**src/rtl/path_delay_meter.sv**
```systemverilog
// Launch-and-capture delay meter for one delay chain: toggles the chain input,
// times arrival through a 2-flop synchronizer, and accumulates sum/min/max.
module path_delay_meter #(
    parameter int CNT_W     = 16,
    parameter int TIMEOUT   = 1000,
    parameter int INVERTING = 0
) (
    input  logic               clk,
    input  logic               rst,
    input  logic               start,
    input  logic [7:0]         numRuns,
    output logic               pathInput,
    input  logic               pathResult,
    output logic               busy,
    output logic               done,
    output logic               timeoutErr,
    output logic [7:0]         runCount,
    output logic [CNT_W+7:0]   delaySum,
    output logic [CNT_W-1:0]   delayMin,
    output logic [CNT_W-1:0]   delayMax
);

    typedef enum logic [2:0] {
        ST_IDLE,
        ST_SETTLE,
        ST_LAUNCH,
        ST_WAIT,
        ST_DONE
    } state_t;

    localparam logic             INV          = (INVERTING != 0);
    localparam logic [CNT_W-1:0] WAIT_LIMIT   = CNT_W'(TIMEOUT);
    localparam logic [CNT_W-1:0] SETTLE_LIMIT = CNT_W'(TIMEOUT - 1);

    state_t           state, state_next;
    logic             s1, s2;
    logic             match;
    logic [CNT_W-1:0] cnt;
    logic [7:0]       runs_target;
    logic [7:0]       run_next;
    logic             last_run;

    // Control strobes produced by the output decoder
    logic accept, cnt_clr, cnt_inc, do_toggle, do_record, set_timeout;

    assign match    = (s2 == (pathInput ^ INV));
    assign run_next = runCount + 8'd1;
    assign last_run = (run_next == runs_target);

    // State register
    always_ff @(posedge clk or posedge rst) begin
        if (rst) state <= ST_IDLE;
        else     state <= state_next;
    end

    // Next-state logic
    always_comb begin
        state_next = state;
        unique case (state)
            ST_IDLE:
                if (start) state_next = (numRuns != 8'd0) ? ST_SETTLE : ST_DONE;
            ST_SETTLE:
                if (match)                     state_next = ST_LAUNCH;
                else if (cnt == SETTLE_LIMIT)  state_next = ST_DONE;
            ST_LAUNCH:
                state_next = ST_WAIT;
            ST_WAIT:
                if (match)                     state_next = last_run ? ST_DONE : ST_SETTLE;
                else if (cnt == WAIT_LIMIT)    state_next = ST_DONE;
            ST_DONE:
                state_next = ST_IDLE;
            default:
                state_next = ST_IDLE;
        endcase
    end

    // Output / control decode
    always_comb begin
        busy        = 1'b0;
        accept      = 1'b0;
        cnt_clr     = 1'b0;
        cnt_inc     = 1'b0;
        do_toggle   = 1'b0;
        do_record   = 1'b0;
        set_timeout = 1'b0;
        unique case (state)
            ST_IDLE: begin
                accept  = start;
                cnt_clr = 1'b1;
            end
            ST_SETTLE: begin
                busy        = 1'b1;
                cnt_inc     = 1'b1;
                set_timeout = !match && (cnt == SETTLE_LIMIT);
            end
            ST_LAUNCH: begin
                busy      = 1'b1;
                do_toggle = 1'b1;
                cnt_clr   = 1'b1;
            end
            ST_WAIT: begin
                busy        = 1'b1;
                cnt_inc     = 1'b1;
                cnt_clr     = match;
                do_record   = match;
                set_timeout = !match && (cnt == WAIT_LIMIT);
            end
            ST_DONE: begin
                busy = 1'b1;
            end
            default: ;
        endcase
    end

    // Datapath. done is registered off the DONE state so it lands in the
    // cycle after DONE, when busy is already low.
    always_ff @(posedge clk or posedge rst) begin
        if (rst) begin
            s1          <= 1'b0;
            s2          <= 1'b0;
            pathInput   <= 1'b0;
            done        <= 1'b0;
            cnt         <= '0;
            runs_target <= 8'd0;
            runCount    <= 8'd0;
            delaySum    <= '0;
            delayMin    <= '1;
            delayMax    <= '0;
            timeoutErr  <= 1'b0;
        end else begin
            // NOTE: non-blocking here so s2 takes the old s1, giving two real stages.
            s1   <= pathResult;
            s2   <= s1;
            done <= (state == ST_DONE);

            if (accept) begin
                runs_target <= numRuns;
                runCount    <= 8'd0;
                delaySum    <= '0;
                delayMin    <= '1;
                delayMax    <= '0;
                timeoutErr  <= 1'b0;
            end

            if (do_toggle) pathInput <= ~pathInput;

            if (cnt_clr)      cnt <= '0;
            else if (cnt_inc) cnt <= cnt + 1'b1;

            if (do_record) begin
                delaySum <= delaySum + (CNT_W+8)'(cnt);
                runCount <= run_next;
                if (cnt < delayMin) delayMin <= cnt;
                if (cnt > delayMax) delayMax <= cnt;
            end

            if (set_timeout) timeoutErr <= 1'b1;
        end
    end

endmodule

```
**config.mk**
```make
export PLATFORM = sky130hd
export DESIGN_NAME = path_delay_meter
export DESIGN_NICKNAME = d
export VERILOG_FILES = /design/src/rtl/path_delay_meter.sv
export SDC_FILE = /design/constraint.sdc
export NUM_CORES = 1
export LEC_CHECK = 0
export ABC_CLOCK_PERIOD_IN_PS = 7000
export CAP_MARGIN = 15
export CORE_ASPECT_RATIO = 1.4
export CORE_MARGIN = 3
export CORE_UTILIZATION = 60
export CTS_CLUSTER_SIZE = 16
export DETAILED_ROUTE_END_ITERATION = 10
export GPL_ROUTABILITY_DRIVEN = 0
export PLACE_DENSITY = 0.9
export SYNTH_ARGS = -nofsm -noshare
export SYNTH_HDL_FRONTEND = slang
export SYNTH_SLANG_ARGS = --single-unit
export TNS_END_PERCENT = 30
```
**constraint.sdc**
```tcl
create_clock -name clk -period 7 [get_ports clk]
set_input_delay 1.4 -clock clk [delete_from_list [all_inputs] [get_ports clk]]
set_output_delay 1.4 -clock clk [all_outputs]
set_load 0.03 [all_outputs]
```
==> out/metrics.csv <==
stage,metric,value,unit
run_status,outcome,finished clean,
min_path,worst hold endpoint,s2,
timing,setup violators final,0,
synthesis,"EDFF count, synth",0,
timing,final worst setup slack,3620,ps
drt,routed vias,5178,
timing,RSZ-0062 raised after global routing,no,
timing,highest clock rate,0.296,GHz
synthesis,Post-Syn Instances,630,
cts,Num CTS Buffers,9,
drt,Pre-antenna DRT Iters,7,
drt,drt wl/cell,18.5,um
die,IO Pins,80,
finish,layout cell share with drive strength beyond 1,5.66,%
timing,period utilization,48.3,%
synthesis,Post-Synthesis Cell Area,0.00575,sq mm
min_path,hold_sp,s1,
global_routing,initial antenna violation count,0,
run,number of max-cap violations,0,
synthesis,simple-gate share of the synthesized area,15.9,%
synthesis,"Async S/R FF share, synth",100,%
min_path,Hold/Removal Path Class,flip-flop to flip-flop,
die,die area,0.0108,sq mm
critical_path,"delay-heaviest family, CP",buffers and inverters,
place,dpl hpwl,10.5,mm
critical_path,Crit path arrival time,1980,ps
place,"worst slack, placed",3940,ps
die,Initial Util,62.6,%
drt,Initial DRC Count,371,
finish,nets,765,
die,Row Count,41,
timing,Final Max Slew Viols,0,
synthesis,"Top FF cell, synth",dfrtp_1,
synthesis,largest family of logic cells by synthesized area,compound AO/OA/AOI/OAI gates,
critical_path,critical path's largest stage delay,700,ps
critical_path,worst reg2reg endpoint,delayMin[12],
critical_path,CP Capture Type,output pin,
power,maximum vdd drop,0.243,mV
timing,Worst Max-Slew Pin Slew,1120,ps
finish,Final Util,75.7,%
synthesis,"Seq/Total Area, Yosys",42.1,%
critical_path,Levels on crit path,3,
drt,post-route antenna net violation count,0,
timing,Tmin final,3380,ps
finish,fin cells,814,
critical_path,sequence of cells on the critical path,"nor2_1, xnor2_1, clkdlybuf4s50_1",
drt,drt total wl,15.0,mm
finish,Area Overhead vs Synth,21.0,%
global_routing,pin count of the biggest net entering global routing,78,
power,pwr/cell area,389,mW/mm^2
power,total power,0.00271,W
synthesis,Synth area leaders,"dfrtp_1 35%, ha_1 11%, dfstp_2 7.3%",
synthesis,adder-cell share of the synthesized area,11.2,%
timing,Rel. slew slack,25.6,%
synthesis,Syn Area/Cell,9.12,sq um
global_routing,vias in the first global route,5192,
cts,# hold bufs at CTS,0,
synthesis,post-synth top area share,34.8,%
cts,postcts setup bufs,0,
cts,clk sinks,96,
cts,post-cts sizing count,0,
synthesis,Synth Area in XOR/XNOR,6.07,%
cts,H-tree depth,3,
timing,Final Hold Viols,0,
cts,"CTS clk-pin slew, worst paths",70,ps
cts,Max clock buf depth,2,
synthesis,number of distinct library cells after synthesis,62,
drt,vias per cell,6.36,
critical_path,Critical Path RT,5600,ps
critical_path,R2R setup slack,3760,ps
power,Leak Pwr,3.09,nW
critical_path,"Buf+Inv Stages, Crit Path",1,
min_path,hold depth,0,
synthesis,cell accounting for the most synthesized area,dfrtp_1,
critical_path,FF-to-FF Start,pathInput,
critical_path,slowest CP cell,clkdlybuf4s50_1,
synthesis,post-synthesis mux area share,0.871,%
cts,Clk Tree Root Cell,clkbuf_16,
synthesis,"Net Count, Synth",693,
critical_path,crit-path max FO,11,
global_routing,global route overflow,0,
die,die width,88.7,um
global_routing,Total GRT Usage,29.2,%
critical_path,crit path kind,flip-flop to output pin,
cts,CTS tree,yes,
finish,Ant. Diodes,0,
synthesis,Ys Warns,0,
die,CORE AREA,0.00918,sq mm
synthesis,Compound-Gate Fraction of Synth Area,18.3,%
global_routing,first-pass GRT wire length,24.6,mm
critical_path,Startpoint Class,flip-flop,
die,Chip Height,122,um
cts,"Clk Latency, worst-skew pair",350,ps
place,placed insts,798,
place,IO Port Bufs,79,
synthesis,Seq cells post-synth,96,
timing,Setup TNS Final,0,ps
critical_path,depth of the most critical reg-to-reg path,7,
drt,Post-route DRC,0,
timing,Worst Clk Skew,6.49,ps
sequential cells by signal, indices dropped and copies added, names as in the netlist:
signal and flops:
runs_target 8, done 1, runCount 8, delaySum 24, timeoutErr 1, s1 1
cnt 16, delayMin 16, s2 1, state 3, pathInput 1, delayMax 16
cell families after synthesis:
logic type,Yosys count
xor gates and xnor gates,39
and+or+nand+nor,191
AOI/OAI and AO/OA,167
adders and majority gates,51
DFF,96
buffers and inverters,81
muxes,5
where the power goes:
group / internal (W) / leakage (nW) / switching [W]
Combinational: 0.000478 / 1.69 / 0.000760
Clock: 0.000333 / 0.159 / 0.000211
Sequential: 0.000739 / 1.25 / 0.000187
synthesized netlist by cell type, types with 3 or more instances:
| cell | count |
|---|---|
| a21o_1 | 5 |
| a21oi_1 | 28 |
| a22o_1 | 16 |
| a31oi_1 | 3 |
| and3_1 | 9 |
| buf_1 | 3 |
| clkbuf_1 | 16 |
| dfrtp_1 | 80 |
| dfstp_2 | 16 |
| ha_1 | 50 |
| inv_1 | 59 |
| mux2i_1 | 5 |
| nand2_1 | 71 |
| nand3_1 | 36 |
| nand4_1 | 9 |
| nor2_1 | 30 |
| nor2b_1 | 7 |
| nor3_1 | 6 |
| nor4_1 | 6 |
| o211ai_1 | 3 |
| o21a_1 | 3 |
| o21ai_0 | 78 |
| o311ai_0 | 3 |
| o31ai_1 | 3 |
| o41ai_1 | 3 |
| xnor2_1 | 30 |
| xor2_1 | 8 |
cell usage in the layout (no fill, tap or decap), types with 5 or more instances in the layout:
master	instances
nand3_1	36
ha_1	50
and3_1	9
o21ai_0	78
a22o_1	16
nor2_1	30
nand4_1	9
clkbuf_16	9
a21oi_1	28
nor4_1	6
nand2_1	71
mux2i_1	5
nor2b_1	7
xor2_1	8
nor3_1	6
dfrtp_1	80
dfstp_2	16
xnor2_1	30
a21o_1	5
inv_1	58
clkdlybuf4s50_1	79
metrics by stage:
step           hold slack [ps]  instance area, sq um
2_1_floorplan              331                  5750
3_3_place_gp               336                  6620
3_5_place_dp               337                  6620
4_1_cts                    352                  6950
5_1_grt                    354                  6950
6_report                   352                  6950
worst max path at each step:
stage          slack [ps]  startpoint            to
3_5_place_dp         3940       start  delayMax[13]
3_3_place_gp         3980       start   delayMax[1]
4_1_cts              3620    state[1]          busy
6_report             3620    state[1]          busy
5_1_grt              3490   pathInput  delayMin[12]
2_1_floorplan        3120         rst        cnt[0]
area by class of cell:
cell class | instances | area, sq um
multi-input cells | 453 | 3020
flip-flops and latches | 96 | 2420
fillers | 612 | 2230
repair buffers | 83 | 821
clock buffers | 12 | 256
inverters | 59 | 223
well taps | 107 | 134
clock inverters | 4 | 76.3
worst register-to-register path, stage by stage, from the launching register on:
cell and delay, ps:
dfrtp_1 430, xnor2_2 310, nand2_1 180, nor2_1 860
nand3_1 220, a311o_1 710, o21ai_0 250, o21ai_0 160
routing by layer:
metal | vias up | wire (um) | GRT usage [%] | part of all wire, %
met5 | - | 0 | 0 | 0
met4 | 0 | 607 | 15.1 | 4.0
met3 | 50 | 932 | 5.62 | 6.2
met2 | 248 | 7620 | 49.1 | 51
met1 | 2511 | 5860 | 34.8 | 39
li1 | 2369 | - | - | -
No activity file was read; power rests on OpenSTA's default activity.
